File: src/rtl/pipe_flow_ctrl.sv
// pipe_flow_ctrl: central sequencer for the 5-stage pipeline.
// Each cycle it issues one flow code (WORK / STOP / REFRESH) to the PC
// register and to the IF/ID, ID/EX and EX/MEM pipeline registers. It also
// drives the PC redirect request. Four events are arbitrated:
// branch/jump redirect, divide stall, interrupt entry and load-use hazard.
//
// Ports:
//   clk, rst                       core clock, async active-high reset
//   ex_jump_i / ex_jump_addr_i     taken branch/jump resolved in EX, target
//   ex_mem_rd_i / ex_rd_adder_i    EX holds a load, its destination register
//   id_rs{1,2}_adder_i / _use_i    ID source register indices and use flags
//   div_start_i / div_done_i       divide issue pulse, divider result valid
//   int_req_i / int_addr_i         level interrupt request, trap vector
//   flow_*_o                       per-register flow codes
//   pc_jump_en_o / pc_jump_addr_o  PC redirect request and target
//   int_ack_o                      interrupt taken (1-cycle pulse)
//   div_err_o                      divide timeout (1-cycle pulse)
module pipe_flow_ctrl #(
   parameter int unsigned               FLOW_WIDTH     = 2,
   parameter logic [FLOW_WIDTH-1:0]     FLOW_WORK      = 2'b00,
   parameter logic [FLOW_WIDTH-1:0]     FLOW_STOP      = 2'b01,
   parameter logic [FLOW_WIDTH-1:0]     FLOW_REFRESH   = 2'b10,
   parameter int unsigned               CPU_WIDTH      = 32,
   parameter int unsigned               REG_ADDR_WIDTH = 5,
   parameter int unsigned               DIV_TIMEOUT    = 64
) (
   input  logic                      clk,
   input  logic                      rst,
   input  logic                      ex_jump_i,
   input  logic [CPU_WIDTH-1:0]      ex_jump_addr_i,
   input  logic                      ex_mem_rd_i,
   input  logic [REG_ADDR_WIDTH-1:0] ex_rd_adder_i,
   input  logic [REG_ADDR_WIDTH-1:0] id_rs1_adder_i,
   input  logic                      id_rs1_use_i,
   input  logic [REG_ADDR_WIDTH-1:0] id_rs2_adder_i,
   input  logic                      id_rs2_use_i,
   input  logic                      div_start_i,
   input  logic                      div_done_i,
   input  logic                      int_req_i,
   input  logic [CPU_WIDTH-1:0]      int_addr_i,
   output logic [FLOW_WIDTH-1:0]     flow_pc_o,
   output logic [FLOW_WIDTH-1:0]     flow_if_id_o,
   output logic [FLOW_WIDTH-1:0]     flow_id_ex_o,
   output logic [FLOW_WIDTH-1:0]     flow_ex_mem_o,
   output logic                      pc_jump_en_o,
   output logic [CPU_WIDTH-1:0]      pc_jump_addr_o,
   output logic                      int_ack_o,
   output logic                      div_err_o
);

   typedef enum logic [1:0] {
      RUN       = 2'd0,
      DIV_WAIT  = 2'd1,
      INT_DRAIN = 2'd2,
      INT_JUMP  = 2'd3
   } state_t;

   localparam logic [6:0] DIV_LAST = 7'(DIV_TIMEOUT - 1);

   state_t                 state_q, state_d;
   logic [6:0]             div_cnt;
   logic [CPU_WIDTH-1:0]   int_addr_q;
   logic                   load_use;
   logic                   div_clr, int_cap, ack_set, err_set;

   // x0 is hard-wired zero, so a load targeting it never creates a hazard.
   always_comb begin
      load_use = ex_mem_rd_i && (ex_rd_adder_i != '0) &&
                 ((id_rs1_use_i && (id_rs1_adder_i == ex_rd_adder_i)) ||
                  (id_rs2_use_i && (id_rs2_adder_i == ex_rd_adder_i)));
   end

   always_comb begin
      state_d        = state_q;
      flow_pc_o      = FLOW_WORK;
      flow_if_id_o   = FLOW_WORK;
      flow_id_ex_o   = FLOW_WORK;
      flow_ex_mem_o  = FLOW_WORK;
      pc_jump_en_o   = 1'b0;
      pc_jump_addr_o = '0;
      div_clr        = 1'b0;
      int_cap        = 1'b0;
      ack_set        = 1'b0;
      err_set        = 1'b0;

      case (state_q)
         RUN: begin
            if (ex_jump_i) begin
               pc_jump_en_o   = 1'b1;
               pc_jump_addr_o = ex_jump_addr_i;
               flow_if_id_o   = FLOW_REFRESH;
               flow_id_ex_o   = FLOW_REFRESH;
            end else if (div_start_i) begin
               flow_pc_o     = FLOW_STOP;
               flow_if_id_o  = FLOW_STOP;
               flow_id_ex_o  = FLOW_STOP;
               flow_ex_mem_o = FLOW_REFRESH;
               div_clr       = 1'b1;
               state_d       = DIV_WAIT;
            end else if (int_req_i) begin
               // The instruction already in EX is allowed to retire.
               flow_pc_o    = FLOW_STOP;
               flow_if_id_o = FLOW_REFRESH;
               flow_id_ex_o = FLOW_REFRESH;
               int_cap      = 1'b1;
               state_d      = INT_DRAIN;
            end else if (load_use) begin
               flow_pc_o    = FLOW_STOP;
               flow_if_id_o = FLOW_STOP;
               flow_id_ex_o = FLOW_REFRESH;
            end
         end

         DIV_WAIT: begin
            if (div_done_i) begin
               state_d = RUN;
            end else if (div_cnt == DIV_LAST) begin
               err_set = 1'b1;
               state_d = RUN;
            end else begin
               flow_pc_o     = FLOW_STOP;
               flow_if_id_o  = FLOW_STOP;
               flow_id_ex_o  = FLOW_STOP;
               flow_ex_mem_o = FLOW_REFRESH;
            end
         end

         INT_DRAIN: begin
            flow_pc_o     = FLOW_STOP;
            flow_if_id_o  = FLOW_REFRESH;
            flow_id_ex_o  = FLOW_REFRESH;
            flow_ex_mem_o = FLOW_REFRESH;
            state_d       = INT_JUMP;
         end

         INT_JUMP: begin
            pc_jump_en_o   = 1'b1;
            pc_jump_addr_o = int_addr_q;
            flow_if_id_o   = FLOW_REFRESH;
            flow_id_ex_o   = FLOW_REFRESH;
            ack_set        = 1'b1;
            state_d        = RUN;
         end

         default: state_d = RUN;
      endcase
   end

   always_ff @(posedge clk or posedge rst) begin
      if (rst) begin
         state_q    <= RUN;
         div_cnt    <= '0;
         int_addr_q <= '0;
         int_ack_o  <= 1'b0;
         div_err_o  <= 1'b0;
      end else begin
         state_q   <= state_d;
         int_ack_o <= ack_set;
         div_err_o <= err_set;
         if (div_clr)
            div_cnt <= '0;
         else if (state_q == DIV_WAIT)
            div_cnt <= div_cnt + 7'd1;
         if (int_cap)
            int_addr_q <= int_addr_i;
      end
   end

endmodule

File: config.mk
export PLATFORM = sky130hd
export DESIGN_NAME = pipe_flow_ctrl
export DESIGN_NICKNAME = d
export VERILOG_FILES = /design/src/rtl/pipe_flow_ctrl.sv
export SDC_FILE = /design/constraint.sdc
export NUM_CORES = 1
export LEC_CHECK = 0
export BUFFER_PORTS_ARGS = -buffer_cell sky130_fd_sc_hd__buf_2
export CELL_PAD_IN_SITES_DETAIL_PLACEMENT = 1
export CELL_PAD_IN_SITES_GLOBAL_PLACEMENT = 2
export CORE_ASPECT_RATIO = 1.2
export CORE_MARGIN = 2
export CORE_UTILIZATION = 26
export DETAILED_ROUTE_END_ITERATION = 8
export PLACE_DENSITY = 0.9
export SYNTH_ARGS = -nofsm -noshare
export SYNTH_HDL_FRONTEND = slang
export SYNTH_SLANG_ARGS = --single-unit
File: constraint.sdc
create_clock -name clk -period 2.2 [get_ports clk]
set_input_delay 0.33 -clock clk [delete_from_list [all_inputs] [get_ports clk]]
set_output_delay 0.33 -clock clk [all_outputs]
set_load 0.005 [all_outputs]
# == Word-level counts from Yosys, hierarchy flattened ==
# Cells that the tools add are included.
# op_classes
add_sub_neg,1
n_eq_ne,9
mux,44
n_reduce_logical,10
# op_table
op,count
$pmux 32 s2,1
$mux 2,16
$mux 32,1
$mux 1,18
$pmux 2 s3,3
$mux 7,2
$eq 5x5->1,2
$pmux 2 s4,1
$add 7x1->7 const B,1
$eq 7x6->1 const B,1
$ne 3x3->1 const B,2
$reduce_bool 5->1,1
$eq 2x2->1 const B,2
$logic_and 1x1->1,4
$pmux 1 s3,1
$reduce_and 3->1,1
$eq 2x1->1 const B,1
$logic_not 2->1,1
$ne 2x2->1 const B,1
$pmux 1 s2,1
$reduce_bool 2->1,1
$reduce_or 2->1,1
$logic_or 1x1->1,1
# word_totals
register_bits,43
input_bits,88
output_inout_bits,43
wordCells,69

# == Depth between registers and ports, before layout ==
# logic_depth
depth_word,9
ltp_mapped,7
ltp_nobuf,6

# == Least setup slack after synthesis ==
# No wires, ideal clock.
# synth_timing
kind,flip-flop to flip-flop
startpoint,reg state_q[0]
endpoint,reg int_addr_q[15]
setup_ps,125
arrival_ps,1645
t_required_ps,2075
slack_ps,430
stages_incl_launch_ff,7
n_path_buf,1
synth_period_minus_slack_ps,1770
cell_sequence,dfrtp_1 -> inv_1 -> ha_1 -> nand2_1 -> nor3b_4 -> buf_6 -> mux2_2
# synth_between
elab_chain_cells,2
# synth_rtl
item,line,rtl
"start, declared",60,"state_t state_q, state_d;"
"start signal, assigned",157,state_q <= state_d;
$logic_not 2->1,86,case (state_q)
$mux 1,86,
"end signal, assigned",165,int_addr_q <= int_addr_i;
"end, declared",62,logic [CPU_WIDTH-1:0] int_addr_q;
# Every way passes these cells.
# A chain may end at the register's enable or synchronous reset.

# == Worst setup path in the final report ==
# layout_timing
startpoint,reg div_cnt[0]
endpoint,out flow_if_id_o[0]
# layout_between
elab_chain_cells,4
# layout_rtl
item,line,rtl
"start, declared",61,logic [6:0] div_cnt;
"start signal, assigned",163,div_cnt <= div_cnt + 7'd1;
$eq 7x6->1,117,end else if (div_cnt == DIV_LAST) begin
$mux 1,117,
$mux 1,115,if (div_done_i) begin
$pmux 2 s3,86,
"end, declared",42,"output logic [FLOW_WIDTH-1:0] flow_if_id_o,"
# Every way passes these cells.

==> results.py <==
metrics = {
    "status": {
        "status": "finished, final reports clean",
    },
    "yosys": {
        "syn_inst": 243,
        "ys_ff_latch": 43,
        "synth_area_sq_um": 2506,
        "synth_edf_count": 0,
        "ys.flop_type": "dfrtp_1",
        "ys.warnings.count": 0,
        "synthDistinctLibCells": 43,
        "avgSynthCellArea_sq_um": 10.31,
        "ys_seq_area_frac": 0.4294,
        "synthArstFlopShare": 1.000,
    },
    "timing": {
        "fin_ws_ns": 0.1111,
        "skew_ns": 0.009080,
        "worstMarginPinSlew_ns": 0.5617,
        "min_period_over_period": 0.9495,
        "setup-violations-final": 0,
        "slew_headroom": 0.6256,
        "fmax_ghz": 0.4787,
        "hold_viol": 0,
        "fin_crit_ns": 2.089,
        "slew_violations": 0,
    },
    "worst_setup_path": {
        "crit_fanout": 4,
        "crit_family": "compound AO/OA/AOI/OAI gates",
        "path_class": "flip-flop to output port",
        "worstReg2RegStart": "state_q[0]$_DFFE_PP0P_",
        "start_kind": "flip-flop",
        "crit_required_ns": 1.87,
        "crit_buf_inv": 1,
        "r2r-end": "int_addr_q[8]$_DFFE_PP0P_",
        "worst_path_largest_cell_delay_ns": 0.42,
        "worst_setup_path_end_kind": "output port",
        "rrSetupSlack_ns": 0.36,
        "crit_path_top_delay_cell": "dfrtp_1",
        "rr_worst_depth": 6,
        "critPathArrivalTime_ns": 1.76,
        "crit_chain": "ha_4 > nand4_4 > o311ai_4 > o21ai_1 > o21bai_1 > buf_2",
    },
    "global_routing": {
        "grt_usage": 0.1455,
        "grt_pass1_wl_um": 12210,
        "antenna_found_initial": 0,
        "grt_max_degree": 44,
        "overflow": 0,
        "first_global_vias": 2541,
    },
    "floorplan": {
        "start_util": 0.2647,
        "die_w_um": 93.63,
        "fp.dieH_um": 111.6,
        "die_area_sq_um": 10440,
        "coreArea_sq_um": 9467,
        "row_count": 39,
        "ios": 131,
    },
    "placement": {
        "port_buffers": 128,
        "place_congestion": 0.7848,
        "place_ws_ns": 0.2017,
        "dp_cells": 487,
        "dpl.hpwl_um": 5877,
    },
    "clock_tree": {
        "ctsRootBufferMaster": "clkbuf_16",
        "cts.sinks": 43,
        "clkTransAtPathRegs_ns": 0.06,
        "cts_max_level": 2,
        "cts_tree": "built",
        "cts_inserted_buffers": 5,
        "clk_latency_ns": 0.28,
        "clockBufferDepth": 2,
        "postCtsHoldBufs": 0,
    },
    "routing": {
        "ant_nets": 0,
        "vias_per_cell": 4.704,
        "drt_iter0_markers": 40,
        "drc_errors": 0,
        "routedWlPerCell_um": 15.46,
        "route.vias.total": 2333,
        "drtPass1Iterations": 4,
        "routed_wl_um": 7668,
    },
    "finish": {
        "fin_util": 0.3717,
        "antenna-diode-count": 0,
        "stdcell_count": 496,
        "drive_gt1_frac": 0.5255,
        "mostFrequentLayoutCells": "buf_2, dfrtp_1, nor2_1",
        "nNetsFinal": 466,
        "area_growth_pct": 40.39,
        "final_common_cell": "buf_2",
    },
    "power_and_ir_drop": {
        "p_per_area_nw_per_um2": 1177,
        "peakVddDrop_v": 0.0003960,
        "p_leak_nw": 1.722,
    },
    "worst_hold_path": {
        "hold_class": "input port to async pin",
    },
    "job": {
        "drv_cap": 0,
    },
}
-- final cells by class --
class / instances / area, sq um
Clock buffer: 5 / 125.1
Inverter: 7 / 26.28
Tap cell: 123 / 153.9
Sequential cell: 43 / 1076
Multi-Input combinational cell: 175 / 1354
Clock inverter: 3 / 20.02
Timing Repair Buffer: 140 / 763.2
Fill cell: 1140 / 5948
-- worst max-delay path by stage --
| stage | start | to | slack (ns) | depth (start not counted) |
|---|---|---|---|---|
| floorplan | state_q[0]$_DFFE_PP0P_ | flow_pc_o[0] | 0.43 | 7 |
| global placement | state_q[0]$_DFFE_PP0P_ | pc_jump_addr_o[25] | 0.26 | 7 |
| detailed placement | state_q[1]$_DFFE_PP0P_ | pc_jump_addr_o[25] | 0.20 | 7 |
| CTS | state_q[0]$_DFFE_PP0P_ | pc_jump_addr_o[20] | -0.02 | 7 |
| global route | div_cnt[0]$_DFFE_PP0P_ | flow_if_id_o[0] | -0.003 | 6 |
| finish | div_cnt[0]$_DFFE_PP0P_ | flow_if_id_o[0] | 0.11 | 6 |
-- worst register-to-register path: cells and delay by family (launching register included) --
family / cells / cell delay (ns)
flops: 1 / 0.42
mux: 1 / 0.38
buf+inv: 2 / 0.35
simple gates: 2 / 0.40
fa+ha+maj: 1 / 0.17
-- cell usage after synthesis, drive strengths merged, types with 3 or more instances --
| cell | number | area share |
|---|---|---|
| mux2 | 33 | 0.15 |
| buf | 13 | 0.033 |
| ha | 6 | 0.030 |
| a21oi | 4 | 0.0080 |
| nor2 | 41 | 0.061 |
| dfrtp | 43 | 0.43 |
| clkbuf | 6 | 0.0090 |
| o21ai | 3 | 0.0060 |
| a22oi | 32 | 0.096 |
| xnor2 | 4 | 0.014 |
| nand4 | 3 | 0.010 |
| xor2 | 10 | 0.035 |
| nor4 | 3 | 0.0075 |
| nand2 | 11 | 0.016 |
| inv | 7 | 0.010 |
-- routing by layer --
metal  track usage  up-vias  part of all wire
met5             0        -                 0
met4       0.03671        0            0.0095
met3       0.03315        4             0.062
met2        0.2724       81              0.54
met1        0.1641     1135              0.39
li1              -     1113                 -
-- stage by stage --
stage | power [mW] | TNS, ns | cell area, sq um | hold slack, ns
CTS | 4.115 | -0.04035 | 3445 | 0.2094
global placement | 3.246 | 0 | 3293 | 0.4741
floorplan | 2.573 | 0 | 2510 | 0.4585
global route | 4.500 | -0.003044 | 3518 | 0.2418
finish | 4.142 | 0 | 3518 | 0.1879
detailed placement | 3.349 | 0 | 3293 | 0.4942
-- flip-flops by register name, summed over array words and instances (netlist names) --
signal and cells:
div_err_o 1, int_ack_o 1, state_q 2, int_addr_q 32, div_cnt 7
-- kinds of logic after synthesis --
logic type / count (synthesis) / synth area share
AOI/OAI and AO/OA: 47 / 0.1443
xor gates and xnor gates: 14 / 0.04892
adders and majority gates: 6 / 0.02995
buffers and inverters: 26 / 0.05292
DFF: 43 / 0.4294
muxes: 34 / 0.1538
other: 1 / 0.001496
and+or+nand+nor: 72 / 0.1393
-- report_power, final --
group | leakage (nW) | switching (mW) | internal, mW
Combinational | 1.12 | 1.02 | 1.02
Sequential | 0.532 | 0.236 | 1.15
Clock | 0.0658 | 0.304 | 0.418
Total | 1.72 | 1.56 | 2.58
-- repair_timing --
item	in CTS	in global routing
buffers inserted	0	1
resized for setup	2	15
gates cloned	0	0
endpoints found under the setup margin	22	36
pin swaps	0	1
Note: power is estimated with default switching activity, not from simulation.
